`config.mk`:
```
export PLATFORM = sky130hd
export DESIGN_NAME = diff_modulo_operator_flat
export DESIGN_NICKNAME = d
export VERILOG_FILES = /design/src/rtl/diff_modulo_operator_pkg.sv /design/src/rtl/diff_modulo_operator_if.sv /design/src/rtl/diff_modulo_operator_fold.sv /design/src/rtl/diff_modulo_operator.sv /design/src/flat_wrapper.sv
export SDC_FILE = /design/constraint.sdc
export NUM_CORES = 1
export LEC_CHECK = 0
export CAP_MARGIN = 20
export CORE_MARGIN = 2
export CORE_UTILIZATION = 55
export DETAILED_ROUTE_END_ITERATION = 6
export PLACE_DENSITY = 0.74
export SETUP_SLACK_MARGIN = 0.3
export SLEW_MARGIN = 20
export SYNTH_ARGS = -nofsm -noshare
export SYNTH_HDL_FRONTEND = slang
export SYNTH_SLANG_ARGS = --single-unit
```
`constraint.sdc`:
```
create_clock -name clk -period 6.7 [get_ports clk]
set_input_delay 1.005 -clock clk [delete_from_list [all_inputs] [get_ports clk]]
set_output_delay 1.005 -clock clk [all_outputs]
set_load 0.01 [all_outputs]
```
`src/rtl/diff_modulo_operator_pkg.sv`:
```
// usf_pkg: shared FSM states, fold helper and default sizes for the recovery chain
package usf_pkg;
    localparam int default_width = 16;
    localparam int default_order = 2;

    typedef enum logic [1:0] {IDLE, DIFF, FOLD} state_t;

    // Keep the low mod_bits bits and sign-extend them: ((v + lambda) mod 2*lambda) - lambda
    function automatic logic signed [63:0] centered_mod(input logic signed [63:0] value, input int mod_bits);
        return (value <<< (64 - mod_bits)) >>> (64 - mod_bits);
    endfunction
endpackage

```
`src/rtl/diff_modulo_operator_if.sv`:
```
// diff_modulo_operator_if: en-strobed sample in, folded result out
interface diff_modulo_operator_if #(parameter int width = 16);
    logic en;
    logic signed [width-1:0] y;
    logic [width-1:0] out;
    logic valid;
    logic busy;
    logic overrun;

    modport master(output en, y, input out, valid, busy, overrun);
    modport slave(input en, y, output out, valid, busy, overrun);
endinterface

```
`src/rtl/diff_modulo_operator_fold.sv`:
```
// centered_mod_fold: combinational truncate-and-sign-extend fold
module centered_mod_fold
    import usf_pkg::*;
#(
    parameter int in_width = 18,
    parameter int width    = 16,
    parameter int mod_bits = 16
) (
    input  logic signed [in_width-1:0] value,
    output logic [width-1:0]           folded
);
    assign folded = width'(centered_mod(64'(value), mod_bits));
endmodule

```
`src/rtl/diff_modulo_operator.sv`:
```
// diff_modulo_operator: iterative order-N finite difference followed by a centered modulo fold
module diff_modulo_operator
    import usf_pkg::*;
#(
    parameter int order      = default_order,
    parameter int order_bits = 2,
    parameter int width      = default_width,
    parameter int mod_bits   = 16
) (
    input logic clk,
    input logic reset,
    diff_modulo_operator_if.slave bus
);
    localparam int acc_width = width + order;

    state_t state, state_n;
    logic signed [acc_width-1:0] t, prev_k;
    logic signed [acc_width-1:0] prev [order];
    logic [order_bits-1:0] k, fill;
    logic primed;
    logic last;
    logic [width-1:0] folded;

    assign last = k == order_bits'(order - 1);

    // State register
    always_ff @(posedge clk or negedge reset) begin
        if (!reset) state <= IDLE;
        else        state <= state_n;
    end

    // Next state: IDLE waits for en, DIFF runs one order per clock, FOLD lasts one cycle
    always_comb begin
        state_n = (state == IDLE && bus.en) ? DIFF :
                  (state == DIFF && last)   ? FOLD :
                  (state == FOLD)           ? IDLE : state;
    end

    // Select the history entry for the current order, feeding the single shared subtractor
    always_comb begin
        prev_k = '0;
        for (int i = 0; i < order; i++) if (k == order_bits'(i)) prev_k = prev[i];
    end

    centered_mod_fold #(.in_width(acc_width), .width(width), .mod_bits(mod_bits)) u_fold (
        .value (t),
        .folded(folded)
    );

    // Datapath: capture, difference one order per cycle, publish the folded result when primed
    always_ff @(posedge clk or negedge reset) begin
        if (!reset) begin
            t           <= '0;
            k           <= '0;
            fill        <= '0;
            primed      <= 1'b0;
            bus.out     <= '0;
            bus.valid   <= 1'b0;
            bus.busy    <= 1'b0;
            bus.overrun <= 1'b0;
            for (int i = 0; i < order; i++) prev[i] <= '0;
        end else begin
            bus.valid   <= 1'b0;
            bus.overrun <= bus.overrun | (bus.en & (state != IDLE));
            if (state == IDLE && bus.en) begin
                t        <= acc_width'(bus.y);
                k        <= '0;
                bus.busy <= 1'b1;
                primed   <= fill == order_bits'(order);
                fill     <= (fill == order_bits'(order)) ? fill : fill + 1'b1;
            end
            if (state == DIFF) begin
                t <= t - prev_k;
                for (int i = 0; i < order; i++) if (k == order_bits'(i)) prev[i] <= t;
                k <= k + 1'b1;
            end
            if (state == FOLD) begin
                if (primed) begin
                    bus.out   <= folded;
                    bus.valid <= 1'b1;
                end
                bus.busy <= 1'b0;
            end
        end
    end
endmodule

```
`src/flat_wrapper.sv`:
```
// flat-port wrapper written by rule: the top's interface ports become plain ports
module diff_modulo_operator_flat import usf_pkg::*;
#(
    parameter int order      = default_order,
    parameter int order_bits = 2,
    parameter int width      = default_width,
    parameter int mod_bits   = 16
)
  (clk, reset, bus_en, bus_y, bus_out, bus_valid, bus_busy, bus_overrun);
  diff_modulo_operator_if #(.width(width)) bus_i ();
  input logic clk;
  input logic reset;
  input wire logic [$bits(bus_i.en)-1:0] bus_en;
  input wire logic [$bits(bus_i.y)-1:0] bus_y;
  output wire logic [$bits(bus_i.out)-1:0] bus_out;
  output wire logic [$bits(bus_i.valid)-1:0] bus_valid;
  output wire logic [$bits(bus_i.busy)-1:0] bus_busy;
  output wire logic [$bits(bus_i.overrun)-1:0] bus_overrun;
  assign bus_i.en = bus_en;
  assign bus_i.y = bus_y;
  assign bus_out = bus_i.out;
  assign bus_valid = bus_i.valid;
  assign bus_busy = bus_i.busy;
  assign bus_overrun = bus_i.overrun;
  diff_modulo_operator #(.order(order), .order_bits(order_bits), .width(width), .mod_bits(mod_bits)) u_core (.clk(clk), .reset(reset), .bus(bus_i));
endmodule
```
# Word level (Yosys, flattened, before mapping)
# Cells that the tools add are included.
dict set report totals {
  inputBits 19
  ff_bits 80
  output_inout_bits 19
}
dict set report op_classes {
  n_mux 13
  n_eq_ne 4
  reduce_logical 12
  add_sub_neg 3
  bitwise 3
}
# operator n
set op_table {}
lappend op_table {{18-bit 2-to-1 mux} 4}
lappend op_table {{18-bit subtractor} 1}
lappend op_table {{2-bit 2-to-1 mux} 5}
lappend op_table {{2-bit AND reduction} 4}
lappend op_table {{2-bit nonzero test} 3}
lappend op_table {{2-bit by 1-bit adder with 2-bit output, second input constant} 2}
lappend op_table {{2-bit by 1-bit equality test with 1-bit output, second input constant} 2}
lappend op_table {{2-bit equality test, second input constant} 2}
lappend op_table {{2-bit logical NOT} 2}
lappend op_table {{1-bit 2-to-1 mux} 4}
lappend op_table {{3-bit nonzero test} 1}
lappend op_table {{1-bit logical AND} 2}
lappend op_table {{1-bit bitwise AND} 1}
lappend op_table {{1-bit NOT} 1}
lappend op_table {{1-bit bitwise OR} 1}

# Longest topological paths before layout
# Gate-level depths: netlist of the first run.
dict set report depth {
  ltp_word 5
  ltp_mapped 15
  depth_no_buf 13
}

# Cells and area by module
# From an unflattened synthesis of the first run, not the netlist that was laid out.
dict set report hier_totals {
  cells_unflattened 437
  hier_area_um2 4277.9
}
# mod cells_per_inst instances area_per_inst_um2
set modules_own_cells {}
lappend modules_own_cells {diff_modulo_operator 421 1 4157.7}
lappend modules_own_cells {centered_mod_fold 16 1 120.1}

# Worst setup path after synthesis of the first run
# No wires, ideal clock.
dict set report synth_path {
  path_kind {reg-to-reg}
  start {register u_core.k[0]}
  end {register u_core.t[14]}
  path_buffers 2
  arrival_time_ns 2.929
  setup_slack_ns 3.633
  setup_time_ns 0.137
  synth_period_minus_slack_ns 3.067
  path_stages_with_launch 16
  path_cell_list {dfrtp_1 > inv_1 > ha_1 > clkbuf_1 > clkbuf_1 > nand2_1 > o21ai_0 > ha_1 > inv_1 > fa_1 > a21oi_1 > o21ai_0 > o21a_1 > a311oi_1 > xor2_1 > a21oi_1}
}
dict set report synth_between {
  elab_chain_cells 5
  word_cells_on_any_way 6
  classes_between {add/sub: 1; eq/ne: 1; mux: 3; reduce/logical: 1}
}
# element line_no
set synth_lines {}
lappend synth_lines {{start, declared} diff_modulo_operator.sv:19} ;# logic [order_bits-1:0] k, fill;
lappend synth_lines {{start signal, assigned} diff_modulo_operator.sv:75} ;# k <= k + 1'b1;
lappend synth_lines {{2-bit logical NOT} diff_modulo_operator.sv:42} ;# for (int i = 0; i < order; i++) if (k == order_bits'(i)) prev_k = prev[i];
lappend synth_lines {{18-bit 2-to-1 mux} diff_modulo_operator.sv:42}
lappend synth_lines {{18-bit 2-to-1 mux (*)} diff_modulo_operator.sv:42}
lappend synth_lines {{18-bit subtractor (*)} diff_modulo_operator.sv:73} ;# t <= t - prev_k;
lappend synth_lines {{18-bit 2-to-1 mux (*)} diff_modulo_operator.sv:72} ;# if (state == DIFF) begin
lappend synth_lines {{end signal, assigned} diff_modulo_operator.sv:66} ;# t <= acc_width'(bus.y);
lappend synth_lines {{end signal, assigned} diff_modulo_operator.sv:73}
lappend synth_lines {{end, declared} diff_modulo_operator.sv:17} ;# logic signed [acc_width-1:0] t, prev_k;
# Every way passes the cells marked *; elsewhere a longest branch is shown, timed or not.
# A chain may end at the register's enable or synchronous reset.

# Worst setup path in the final report of the first run
dict set report layout_path {
  start {register u_core.k[1]}
  end {register u_core.t[10]}
}
# Same word-level chain as after synthesis.

==> summary.md, run 1 <==
| Metric | Value |
|---|---|
| Status | `complete, no violations` |
| Final antenna-violating net count | `0` |
| Drt drc | `0` |
| Final hold slack | `473 ps` |
| Critical path arrival | `3770 ps` |
| Clk pin slew, worst setup/hold paths | `80 ps` |
| # setup viols final | `0` |
| Area growth syn-to-layout | `15.8%` |
| Post-Syn Instances | `420` |
| Port buffer count | `37` |
| Fin crit period | `3560 ps` |
| Via density | `5.66` |
| Initial antenna violation count | `0` |
| Die width | `88.5 µm` |
| Rows | `30` |
| DR vias | `3124` |
| Total CTS buffers | `9` |
| Mean routed wirelength per cell | `17.0 µm` |
| GPL Wtd Cong | `0.859` |
| Hold path startpoint | `u_core.bus.out[3]` |
| Layout Nets | `490` |
| Synth cell types | `47` |
| Kind of critical path | `reg2reg` |
| Max clock buf depth | `2` |
| I/O pin total | `38` |
| Resized cells post-CTS | `0` |
| Crit Path Max Fanout | `18` |
| Initial Utilization | `57.2%` |
| Data required, critical path | `6910 ps` |
| Synth top cells by count | `nand2_1 (92), dfrtp_1 (74), a21oi_1 (34), nor2_1 (34), mux2_2 (28)` |
| Final Cycle Share | `53.1%` |
| Worst reg-to-reg setup slack | `3140 ps` |
| Slew @ Worst Pin | `928 ps` |
| Diodes inserted | `0` |
| Ys flop type | `dfrtp_1` |
| Top-count cell post-synth | `nand2_1` |
| Vias in the first global route | `3001` |
| Synth Area per Inst | `9.35 µm²` |
| Synth area leaders | `dfrtp_1 (47%), nand2_1 (8.8%), mux2_2 (8.0%)` |
| CTS sink count | `74` |
| Post-synth top area share | `47.1%` |
| Total routed wirelength | `9.39 mm` |
| Worst reg2reg endpoint | `u_core.t[10]` |
| Reg2Reg Launch Point | `u_core.k[1]` |
| RSZ-0062 raised after global routing | `false` |
| Crit start category | `flop` |
| CTS tree | `done` |
| Worst reg2reg path depth | `14` |
| Worst Hold Class | `reg2reg` |
| Synthesized flop and latch total | `74` |
| CTS Root Cell | `clkbuf_8` |
| Worst path max stage delay | `610 ps` |
| Slew headroom | `38.0%` |
| Fmax | `281 MHz` |
| Setup crit end kind | `flop` |
| Post-synth EDFFs | `0` |
| Max Cap Violations | `0` |
| Hpwl dp | `6.26 mm` |
| Syn nets | `458` |
| First-pass GRT wire length | `15.4 mm` |
| Htree depth | `3` |
| Die Y | `88.5 µm` |
| Asr flop ratio synth | `100%` |
| Skew-Pair Late Insertion Delay | `350 ps` |
| Sequential cell area fraction in the yosys report | `47.1%` |
| First drt pass iteration count | `4` |
| Clock Skew | `5.92 ps` |
| Slowest cell on the critical path | `ha_1` |
| Slew Limit Fails | `0` |
| Initial DRC Count | `219` |
| Post-synth top area cell | `dfrtp_1` |
| Hold Buf Count CTS | `0` |
| Die area | `7830 µm²` |
| Worst Hold Path EP | `u_core.bus.out[3]` |
| Share of cells above drive strength 1 | `11.0%` |
| Setup TNS | `0 ps` |
| Hold Path Cell Cnt | `2` |
| Synth warnings | `0` |
| Total GRT Usage | `26.1%` |
| Gr ovfl total | `0` |
| Final hold vios | `0` |
| Post-CTS Setup Repair Bufs | `0` |
| Worst path cell trace | `inv_1 -> ha_1 -> buf_4 -> nand2_1 -> o21ai_0 -> ha_1 -> inv_1 -> fa_1 -> a21oi_1 -> o21ai_0 -> o21a_1 -> a41oi_1 -> xor2_1 -> o221ai_1` |
| Post-Syn Area | `3930 µm²` |
| Largest net degree at the start of global routing | `75` |
| Core Region | `6870 µm²` |
## cell usage in the layout, fill, tap and decap left out, types with 2 or more instances in the layout
master	instances
mux2_2	28
dfrtp_1	74
buf_4	5
nor3_1	2
clkinvlp_4	2
clkinv_2	2
a21oi_1	34
inv_1	14
o31ai_1	5
clkbuf_8	10
o22ai_1	3
a21o_1	2
nor2b_1	5
a211oi_1	3
clkdlybuf4s50_1	36
nand2_1	92
o221ai_1	4
a221o_1	2
nand3_1	6
nand4_1	2
o21a_1	3
a22oi_1	5
o21ai_0	25
o22a_1	3
nor2_1	34
nand2b_1	4
xnor2_1	8
xor2_1	4
ha_1	18
## worst max-delay path by stage
| stage | start | end | slack [ps] | depth (start not counted) |
|---|---|---|---|---|
| 2_1_floorplan | u_core.k[0] | u_core.t[14] | 3630 | 15 |
| 3_3_place_gp | u_core.k[1] | u_core.t[10] | 3340 | 14 |
| 3_5_place_dp | u_core.k[1] | u_core.t[10] | 3240 | 14 |
| 4_1_cts | u_core.k[1] | u_core.t[10] | 3170 | 14 |
| 5_1_grt | u_core.k[1] | u_core.t[10] | 2880 | 14 |
| 6_report | u_core.k[1] | u_core.t[10] | 3140 | 14 |
## cells by family (layout without fill, tap and decap cells)
logic type | Yosys count | count (layout) | synth area share [%]
xor gates and xnor gates | 12 | 12 | 2.68
and+or+nand+nor | 151 | 151 | 16.0
DFF | 74 | 74 | 47.1
adders and majority gates | 19 | 19 | 6.24
muxes | 29 | 29 | 8.28
buffers and inverters | 34 | 70 | 3.66
AOI/OAI and AO/OA | 101 | 101 | 16.0
## flip-flops by register name, summed over array words and instances (netlist names)
signal              count
u_core.prev            32
u_core.bus.busy         1
u_core.state            2
u_core.bus.overrun      1
u_core.fill             2
u_core.k                2
u_core.bus.valid        1
u_core.bus.out         16
u_core.t               16
u_core.primed           1
## area by class of cell
| class | count | area (µm²) |
|---|---|---|
| inverters | 14 | 52.6 |
| well taps | 96 | 120 |
| multi-input cells | 312 | 1930 |
| flip-flops and latches | 74 | 1850 |
| fillers | 618 | 2320 |
| clock buffers | 10 | 138 |
| repair buffers | 41 | 398 |
| clock inverters | 5 | 55.1 |
## critical path, delay by kind of cell, from the launching register on
kind | cells | cell delay, ps
fa+ha+maj | 3 | 1210
compound gates | 6 | 1080
buf+inv | 3 | 490
flops | 1 | 360
xor+xnor | 1 | 190
simple gates | 1 | 60
## layer usage
layer	global-route usage [%]	wire length [µm]
met3	6.25	646
met2	41.9	4350
met4	5.51	53
met5	0	0
met1	36.4	4340
## stage by stage
step           setup WS, ps  area [µm²]  util (%)  cells
6_report               3140        4550      66.2    552
5_1_grt                2880        4550      66.2    552
4_1_cts                3170        4550      66.2    552
3_5_place_dp           3240        4350      63.4    537
3_3_place_gp           3340        4350      63.4    537
2_1_floorplan          3630        3930         -    420
Power of run 1 is left out: the tool's default activity adds up to more than one toggle a clock period on the data nets, which glitch-free logic cannot reach.
==> run 2: changes to the inputs <==
--- a/config.mk
+++ b/config.mk
@@ -7,7 +7,7 @@
 export LEC_CHECK = 0
 export CAP_MARGIN = 20
 export CORE_MARGIN = 2
-export CORE_UTILIZATION = 55
+export CORE_UTILIZATION = 52
 export DETAILED_ROUTE_END_ITERATION = 6
 export PLACE_DENSITY = 0.74
 export SETUP_SLACK_MARGIN = 0.3
==> constraint.sdc (replaced) <==
create_clock -name clk -period 3.1 [get_ports clk]
set_input_delay 0.465 -clock clk [delete_from_list [all_inputs] [get_ports clk]]
set_output_delay 0.465 -clock clk [all_outputs]
set_load 0.01 [all_outputs]
==> run 2 against run 1 <==
Compared with the run above: final cell count increased by 2.0%; clock-buffer cell count increased by 2; worst hold slack got worse by 210 ps; setup slack got worse by 2900 ps; sequential share of layout area decreased by 1.9 points; flip-flop and latch count unchanged; largest cell class unchanged.
==> summary.md, run 2 (synthesis gave the netlist of run 1 again) <==
| Metric | Value |
|---|---|
| Largest net degree at the start of global routing | `75 (unchanged)` |
| CTS sink count | `74 (unchanged)` |
| Final Cycle Share | `91.9% (+39 points)` |
| Most common cell after layout, fill and taps aside | `nand2_1` |
| Initial antenna violation count | `0 (unchanged)` |
| Clock Skew | `7.30 ps (+1.39 ps)` |
| Fmax | `351 MHz (+25%)` |
| # setup viols final | `0 (unchanged)` |
| Status | `complete, no violations` |
| Layout Nets | `497 (+1.4%)` |
| Biggest register | `u_core.prev` |
| RSZ-0062 raised after global routing | `true` |
| Htree depth | `3 (unchanged)` |
| Worst path max stage delay | `410 ps (-200 ps)` |
| Worst Hold Class | `in2async` |
| Slowest cell on the critical path | `dfrtp_1` |
| Final antenna-violating net count | `0 (unchanged)` |
| Final hold vios | `0 (unchanged)` |
| Die area | `8260 µm² (+5.5%)` |
| Dpl ws | `277 ps (-2960 ps)` |
| Share of cells above drive strength 1 | `16.6% (+5.6 points)` |
| Initial DRC Count | `215 (-1.8%)` |
| Core Region | `7290 µm² (+6.2%)` |
| CTS Root Cell | `clkbuf_8` |
| Setup crit end kind | `flop` |
| Slew headroom | `37.9% (about the same)` |
| Rows | `31 (+3.3%)` |
| Kind of critical path | `reg2reg` |
| Die Y | `90.9 µm (+2.7%)` |
| First drt pass iteration count | `4 (unchanged)` |
| GPL Wtd Cong | `0.885 (+3.1%)` |
| Slew @ Worst Pin | `931 ps (+2.41 ps)` |
| Skew-Pair Late Insertion Delay | `350 ps (about the same)` |
| CTS tree | `done` |
| Total CTS buffers | `9 (unchanged)` |
| Total routed wirelength | `9.86 mm (+5.0%)` |
| Initial Utilization | `53.9% (-3.3 points)` |
| Area growth syn-to-layout | `21.3%` |
| Slew Limit Fails | `0 (unchanged)` |
| Vias in the first global route | `3289 (+9.6%)` |
| Port buffer count | `37 (unchanged)` |
| Total GRT Usage | `24.2% (-1.9 points)` |
| Most frequent cells in the layout | `nand2_1 (92), dfrtp_1 (74), clkdlybuf4s50_1 (36)` |
| Number of flip-flops under the largest register name | `32 (unchanged)` |
| Max clock buf depth | `2 (unchanged)` |
| Via density | `5.78 (+2.2%)` |
| Setup TNS | `0 ps (unchanged)` |
| Crit-path most repeated cell | `ha_2` |
| Biggest regs | `u_core.prev x32, u_core.bus.out x16, u_core.t x16` |
| I/O pin total | `38 (unchanged)` |
| Critical path arrival | `3040 ps (-730 ps)` |
| Max Cap Violations | `0 (unchanged)` |
| Diodes inserted | `0 (unchanged)` |
| Hpwl dp | `6.37 mm (+1.8%)` |
| Die width | `90.9 µm (+2.7%)` |
| Crit Path Max Fanout | `5 (-13)` |
| Drt drc | `0 (unchanged)` |
| Worst path cell trace | `inv_1 -> ha_2 -> nand2_1 -> o21ai_1 -> ha_2 -> inv_2 -> fa_2 -> a21oi_2 -> o21ai_2 -> o21a_2 -> a41oi_2 -> xor2_1 -> o221ai_1` |
| Crit start category | `flop` |
| Gr ovfl total | `0 (unchanged)` |
| Data required, critical path | `3290 ps (-3620 ps)` |
| Fin crit period | `2850 ps (-708 ps)` |
| Final worst slack | `250 ps (-2890 ps)` |
| DR vias | `3255 (+4.2%)` |
| Clk pin slew, worst setup/hold paths | `80 ps (about the same)` |
| First-pass GRT wire length | `16.0 mm (+3.5%)` |
| Mean routed wirelength per cell | `17.5 µm (+2.9%)` |
## run 2: worst paths after layout
kind                            slack (ps)  cells after the start                 end               start
worst max-delay path                   250                     13        u_core.t[10]         u_core.k[0]
worst min-delay path                   260                      1      u_core.fill[0]               reset
max in group asynchronous             2240                      1  u_core.bus.out[11]               reset
worst max register to register         250                     13        u_core.t[10]         u_core.k[0]
worst min register to register         470                      1  u_core.bus.overrun  u_core.bus.overrun
min in group clk                       470                      1  u_core.bus.overrun  u_core.bus.overrun
## run 2: worst max-delay path, delay by kind of cell, from the launching register on
kind            cells  cell delay [ps]
flops               1              410
compound gates      6             1090
buf+inv             2              130
xor+xnor            1              190
simple gates        1               60
fa+ha+maj           3              820
## run 2: layer usage
layer | track usage, % | vias up | share of wire (%)
met3 | 4.09 | 20 | 4.7
met2 | 40.7 | 93 | 49
met4 | 9.85 | 0 | 1.8
met1 | 31.0 | 1598 | 44
li1 | - | 1544 | -
met5 | 0 | - | 0
## run 2: through the flow
stage / util (%) / instance area (µm²) / hold slack [ps] / std cells
3_5_place_dp: 60.2 / 4390 / 452 / 543
6_report: 65.4 / 4770 / 260 / 563
4_1_cts: 63.8 / 4650 / 288 / 559
2_1_floorplan: - / 3950 / 169 / 420
5_1_grt: 65.4 / 4770 / 334 / 563
3_3_place_gp: 60.2 / 4390 / 452 / 543
## run 2: final cells by class
class / count / area (µm²)
Sequential cell: 74 / 1850
Clock buffer: 12 / 145
Fill cell: 630 / 2530
Tap cell: 99 / 124
Clock inverter: 4 / 98.8
Timing Repair Buffer: 48 / 462
Inverter: 14 / 52.6
Multi-Input combinational cell: 312 / 2030
## run 2: timing repair
item	4_1_cts	5_1_grt
hold buffers	0	0
pin swaps	2	12
gates resized for setup	8	22
setup buffers	0	4
setup endpoints to repair	7	10
hold endpoints to repair	0	0
Power of run 2 is left out for the same reason.
